<file path="config.mk">
export PLATFORM = sky130hd
export DESIGN_NAME = wb_port_arbiter
export DESIGN_NICKNAME = d
export VERILOG_FILES = /design/src/rtl/wb_arb_pkg.sv /design/src/rtl/wb_result_fifo.sv /design/src/rtl/wb_port_arbiter.sv
export SDC_FILE = /design/constraint.sdc
export NUM_CORES = 1
export LEC_CHECK = 0
export ABC_CLOCK_PERIOD_IN_PS = 3780
export CAP_MARGIN = 20
export CORE_MARGIN = 2
export CORE_UTILIZATION = 60
export CTS_CLUSTER_DIAMETER = 50
export DETAILED_ROUTE_END_ITERATION = 10
export DONT_BUFFER_PORTS = 1
export GPL_TIMING_DRIVEN = 0
export PLACE_DENSITY_LB_ADDON = 0.2
export SYNTH_ARGS = -nofsm -noshare
export SYNTH_HDL_FRONTEND = slang
export SYNTH_SLANG_ARGS = --single-unit
</file>
<file path="constraint.sdc">
create_clock -name clk -period 3.78 [get_ports clk]
set_clock_uncertainty 0.1 [all_clocks]
set_input_delay 0.378 -clock clk [delete_from_list [all_inputs] [get_ports clk]]
set_output_delay 0.378 -clock clk [all_outputs]
set_load 0.01 [all_outputs]
</file>
<file path="src/rtl/wb_arb_pkg.sv">
// Shared definitions for the writeback port arbiter.
// Holds the arbiter state encoding, register-file addressing constants and
// the layout of one queued MDU result ({addr, data}, 37 bits).
package wb_arb_pkg;

    typedef enum logic {
        ST_NORMAL = 1'b0,
        ST_FORCE  = 1'b1
    } arb_state_t;

    localparam logic [4:0]  REG_ZERO = 5'd0;
    localparam int unsigned ADDR_W   = 5;
    localparam int unsigned DATA_W   = 32;
    localparam int unsigned ENTRY_W  = ADDR_W + DATA_W;

    typedef struct packed {
        logic [ADDR_W-1:0] addr;
        logic [DATA_W-1:0] data;
    } wb_entry_t;

endpackage

</file>
<file path="src/rtl/wb_result_fifo.sv">
// Synchronous FIFO buffering MDU results until the regfile write port is free.
// Ports:
//   clk, rst_n      clock, asynchronous active-low reset (empties the FIFO)
//   push, push_data write an entry at the tail (ignored when full)
//   pop,  pop_data  remove the head entry; pop_data always shows the head
//   full, empty     occupancy flags
//   count           number of stored entries (clog2(DEPTH)+1 bits)
module wb_result_fifo
    import wb_arb_pkg::*;
#(
    parameter int unsigned DEPTH = 4,
    parameter int unsigned WIDTH = ENTRY_W
) (
    input  logic                     clk,
    input  logic                     rst_n,
    input  logic                     push,
    input  logic [WIDTH-1:0]         push_data,
    input  logic                     pop,
    output logic [WIDTH-1:0]         pop_data,
    output logic                     full,
    output logic                     empty,
    output logic [$clog2(DEPTH):0]   count
);

    localparam int unsigned PTR_W = $clog2(DEPTH);
    localparam int unsigned CNT_W = PTR_W + 1;

    logic [WIDTH-1:0] mem [DEPTH];
    logic [PTR_W-1:0] wr_ptr;
    logic [PTR_W-1:0] rd_ptr;
    logic             do_push;
    logic             do_pop;

    assign full     = (count == CNT_W'(DEPTH));
    assign empty    = (count == '0);
    assign do_push  = push && !full;
    assign do_pop   = pop && !empty;
    assign pop_data = mem[rd_ptr];

    // Power-of-two depth: pointers wrap by natural overflow.
    always_ff @(posedge clk or negedge rst_n) begin
        if (!rst_n) begin
            wr_ptr <= '0;
            rd_ptr <= '0;
            count  <= '0;
        end else begin
            if (do_push) wr_ptr <= wr_ptr + PTR_W'(1);
            if (do_pop)  rd_ptr <= rd_ptr + PTR_W'(1);
            if (do_push && !do_pop)      count <= count + CNT_W'(1);
            else if (do_pop && !do_push) count <= count - CNT_W'(1);
        end
    end

    always_ff @(posedge clk) begin
        if (do_push) mem[wr_ptr] <= push_data;
    end

endmodule

</file>
<file path="src/rtl/wb_port_arbiter.sv">
// Arbitrates the single regfile write port between the pipeline writeback
// stage and the MDU. MDU results queue in a FIFO and drain in idle cycles;
// after STARVE_MAX consecutive pipeline grants with results waiting, the
// pipeline is stalled for one cycle to force a drain.
// Ports:
//   clk, rst_n                    clock, asynchronous active-low reset
//   wb_we, wb_addr, wb_data       pipeline writeback request
//   wb_stall                      registered pipeline hold (forced drain cycle)
//   mdu_valid/addr/data, mdu_ready MDU result handshake
//   rf_we, rf_waddr, rf_wdata     registered regfile write port
//   pending                       per-register outstanding MDU write mask
//   err_waw                       sticky pipeline-overwrote-pending-register flag
module wb_port_arbiter
    import wb_arb_pkg::*;
#(
    parameter int unsigned FIFO_DEPTH = 4,
    parameter int unsigned STARVE_MAX = 8
) (
    input  logic        clk,
    input  logic        rst_n,
    input  logic        wb_we,
    input  logic [4:0]  wb_addr,
    input  logic [31:0] wb_data,
    output logic        wb_stall,
    input  logic        mdu_valid,
    input  logic [4:0]  mdu_addr,
    input  logic [31:0] mdu_data,
    output logic        mdu_ready,
    output logic        rf_we,
    output logic [4:0]  rf_waddr,
    output logic [31:0] rf_wdata,
    output logic [31:0] pending,
    output logic        err_waw
);

    localparam int unsigned CNT_W = $clog2(FIFO_DEPTH) + 1;
    localparam int unsigned SC_W  = $clog2(STARVE_MAX + 1);

    arb_state_t       state, state_next;
    logic [SC_W-1:0]  starve_cnt, starve_next;
    logic             stall_next;
    logic             pipe_req;
    logic             grant_pipe;
    logic             pop;
    logic             enq;
    logic             fifo_full;
    logic             fifo_empty;
    logic             fifo_has_data;
    logic [CNT_W-1:0] fifo_count;
    logic [ENTRY_W-1:0] head_raw;
    wb_entry_t        head;
    wb_entry_t        enq_entry;
    logic [31:0]      pending_next;

    assign pipe_req      = wb_we && (wb_addr != REG_ZERO);
    assign mdu_ready     = !fifo_full && !pending[mdu_addr];
    assign enq           = mdu_valid && mdu_ready && (mdu_addr != REG_ZERO);
    assign fifo_has_data = (fifo_count != '0);
    assign head          = wb_entry_t'(head_raw);
    assign enq_entry     = '{addr: mdu_addr, data: mdu_data};

    wb_result_fifo #(
        .DEPTH (FIFO_DEPTH),
        .WIDTH (ENTRY_W)
    ) u_fifo (
        .clk       (clk),
        .rst_n     (rst_n),
        .push      (enq),
        .push_data (enq_entry),
        .pop       (pop),
        .pop_data  (head_raw),
        .full      (fifo_full),
        .empty     (fifo_empty),
        .count     (fifo_count)
    );

    always_comb begin
        state_next  = state;
        starve_next = starve_cnt;
        stall_next  = 1'b0;
        grant_pipe  = 1'b0;
        pop         = 1'b0;
        case (state)
            ST_NORMAL: begin
                if (pipe_req) begin
                    grant_pipe = 1'b1;
                    if (!fifo_has_data) begin
                        starve_next = '0;
                    end else if (starve_cnt == SC_W'(STARVE_MAX - 1)) begin
                        // Counter holds at its ceiling; FORCE clears it.
                        state_next = ST_FORCE;
                        stall_next = 1'b1;
                    end else begin
                        starve_next = starve_cnt + SC_W'(1);
                    end
                end else begin
                    pop         = !fifo_empty;
                    starve_next = '0;
                end
            end
            ST_FORCE: begin
                pop         = !fifo_empty;
                state_next  = ST_NORMAL;
                starve_next = '0;
            end
            default: begin
                state_next  = ST_NORMAL;
                starve_next = '0;
            end
        endcase
    end

    // Enqueue requires pending[mdu_addr]==0, so set and clear never collide.
    always_comb begin
        pending_next = pending;
        if (pop) pending_next[head.addr] = 1'b0;
        if (enq) pending_next[mdu_addr]  = 1'b1;
    end

    always_ff @(posedge clk or negedge rst_n) begin
        if (!rst_n) begin
            state      <= ST_NORMAL;
            starve_cnt <= '0;
            wb_stall   <= 1'b0;
            rf_we      <= 1'b0;
            rf_waddr   <= '0;
            rf_wdata   <= '0;
            pending    <= '0;
            err_waw    <= 1'b0;
        end else begin
            state      <= state_next;
            starve_cnt <= starve_next;
            wb_stall   <= stall_next;
            pending    <= pending_next;
            rf_we      <= grant_pipe || pop;
            if (grant_pipe) begin
                rf_waddr <= wb_addr;
                rf_wdata <= wb_data;
            end else if (pop) begin
                rf_waddr <= head.addr;
                rf_wdata <= head.data;
            end
            if (grant_pipe && pending[wb_addr]) err_waw <= 1'b1;
        end
    end

endmodule

</file>
==> flow_metrics.tcl <==
set metrics [dict create \
    critPathBufInv 2 \
    drtPass1Iterations 5 \
    synth_top_area_share_pct 45.64 \
    die_area_mm2 0.01726 \
    path_cells "mux2i_1 -> o22ai_1 -> a211o_1 -> a22o_1 -> nor4_2 -> buf_2 -> ha_1 -> inv_1 -> fa_1 -> xor2_1 -> nor2_1 -> xor2_1" \
    finalPower_mw 8.845 \
    hpwlAfterDp_mm 15.12 \
    tightest_slew_ps 808.7 \
    vias_per_cell 6.403 \
    num_antenna_cells 0 \
    yosysTopAreaCell "edfxtp_1" \
    p_sw_mw 2.957 \
    min_path_type "input port to flop" \
    ctsRootBufferMaster "clkbuf_16" \
    maxSlewHeadroom_pct 45.40 \
    period_share_pct 89.58 \
    rows 46 \
    required_ps 4110 \
    worst_setup_hold_path_clk_slew_ps 60 \
    drc_errors 0 \
    fin_tns_setup_ps 0 \
    internal_power_mw 5.888 \
    ys.flop_type "edfxtp_1" \
    fp.dieW_um 131.4 \
    pre_cts_ws_ps 59.62 \
    ioPinCount 151 \
    slowest_stage "nor4_2" \
    cp_max_fo 10 \
    overflow 0 \
    p_seq_share_pct 44.2 \
    criticalPathCategory "flop to flop" \
    route.vias.total 6409 \
    grt_max_degree 84 \
    htreeDepth 1 \
    p_leak_nw 4.255 \
    ys_top_cells_by_area "edfxtp_1, dfrtp_1, mux4_2" \
    maxSlewViolCount 0 \
    cp.arrival_ps 3710 \
    synth_cells 663 \
    port_buffers 0 \
    core_region_area_mm2 0.01589 \
    wirelength_mm 24.75 \
    place_inst 883 \
    ir_worst_vdd_v 0.0004672 \
    grt_first_pass_wirelength_mm 38.33 \
    clock_sinks 231 \
    grt_use_total_pct 29.19 \
    crit_family "compound AO/OA/AOI/OAI gates" \
    synth_fp_nets 748 \
    layout-drive-gt1-share_pct 16.05 \
    synth-edff-count 148 \
    synth-seq-area-share_pct 66.98 \
    crit_top_cell "xor2_1" \
    startpoint_type "flop" \
    yosysWarnings 0 \
    status "complete, no violations" \
    max_freq_mhz 295.3 \
    finalNonFillerCells 1001 \
    wire_per_inst_um 24.73 \
    syn_area_mm2 0.009737 \
    p_per_area_mw_per_mm2 756.2 \
    switching_share_pct 33.44 \
    synth_seq_cells 231 \
    post-route-min-period_ps 3386 \
    cts_buffers 25 \
    layout_setup_ws_ps 393.9 \
    synth_cell_types 45 \
    gp_congestion 0.8887 \
    cpPeakStageDelay_ps 500 \
    cts_tree "done" \
    setup_viol 0 \
    hold_viol_final 0 \
    die_h_um 131.4 \
    grt_pass1_vias 6703 \
    area_growth_pct 20.12 \
    clock_path_buffers 3 \
    rsz0062_at_grt "no" \
    initial_core_util_pct 61.29 \
    post_cts_buffers 0 \
    nNetsFinal 852 \
    mostFrequentLayoutCells "edfxtp_1, dfrtp_1, nand2_1" \
    clk_latency_ps 510 \
    avgSynthCellArea_um2 14.69 \
    async_flop_share_pct 35.93 \
    mostFrequentLayoutCell "edfxtp_1" \
    end_kind "flop" \
    p_comb_share_pct 27.5 \
    drv_cap 0 \
    drtIter0Drc 721 \
    clkPwrFrac_pct 28.3 \
    antenna_found_initial 0 \
    antenna_left 0 \
]
[final timing paths]
| path | start | cells past startpoint | end | slack, ps |
|---|---|---|---|---|
| max | pending[14] | 12 | u_fifo.count[2] | 390 |
| min reg2reg | u_fifo.count[2] | 1 | u_fifo.count[2] | 450 |
| min | wb_addr[4] | 2 | err_waw | 20 |
| max reg2reg | pending[14] | 12 | u_fifo.count[2] | 390 |
| max in group asynchronous | rst_n | 2 | rf_wdata[29] | 2850 |
| min in group asynchronous | rst_n | 2 | pending[24] | 360 |
[per-layer routing]
metal	track usage [%]	part of all wire (%)	vias up
met4	7.850	2.1	0
met2	51.05	52	360
met1	38.22	38	3251
li1	-	-	2757
met5	0	0	-
met3	5.170	8.0	41
[kinds of logic after synthesis]
| kind of cell | share of synthesized area (%) |
|---|---|
| xor+xnor | 0.6297 |
| flops | 66.98 |
| compound gates | 7.929 |
| simple gates | 8.571 |
| mux | 12.63 |
| buf+inv | 2.287 |
| fa+ha+maj | 0.9766 |
[Yosys cell counts (5+ instances only)]
cell      count
edfxtp_1    148
dfrtp_1      83
nand2_1      82
nor2_1       52
mux4_2       46
a31oi_1      38
o21ai_0      33
o31ai_1      26
clkbuf_1     21
mux2i_1      16
buf_2        10
nand3_1      10
nor3_1       10
nand3b_1      8
buf_1         6
ha_1          6
nand2b_1      6
a21bo_2       5
inv_1         5
or3_1         5
xnor2_1       5
[registers in the layout, indices dropped and copies added (netlist names)]
| name | cells |
|---|---|
| u_fifo.mem | 148 |
| pending | 32 |
| rf_wdata | 32 |
| rf_waddr | 5 |
| starve_cnt | 4 |
| u_fifo.count | 3 |
| u_fifo.rd_ptr | 2 |
| u_fifo.wr_ptr | 2 |
| err_waw | 1 |
| rf_we | 1 |
| state | 1 |
[stage by stage]
step | util (%) | cell area (um2) | hold WS [ps]
2_1_floorplan | - | 9737 | -17.59
3_3_place_gp | 63.00 | 10010 | -15.44
3_5_place_dp | 63.53 | 10090 | -15.61
4_1_cts | 73.59 | 11690 | 2.985
5_1_grt | 73.63 | 11700 | 7.945
6_report | 73.63 | 11700 | 21.39
[what timing repair did]
item                       4_1_cts  5_1_grt
gates resized for setup          0        1
setup endpoints to repair        0        2
hold buffers                    73        0
hold endpoints to repair       265        0
[final cells by class]
cell class | count | area [um2]
Multi-Input combinational cell | 385 | 3004
Timing Repair Buffer | 77 | 828.3
Inverter | 5 | 18.77
Fill cell | 998 | 4189
Clock buffer | 28 | 646.9
Tap cell | 216 | 270.3
Sequential cell | 231 | 6521
Clock inverter | 17 | 202.7
Buffer | 42 | 203.9
[power groups by stage]
stage               logic, mW  registers, mW  clock network (mW)
finish                   2.43           3.91                2.50
CTS                      2.42           3.90                2.53
floorplan                1.71           3.79                   0
detailed placement       2.30           3.95                   0
global placement         2.21           3.93                   0
global route             2.65           3.97                2.64
(Power assumes the default switching activity.)
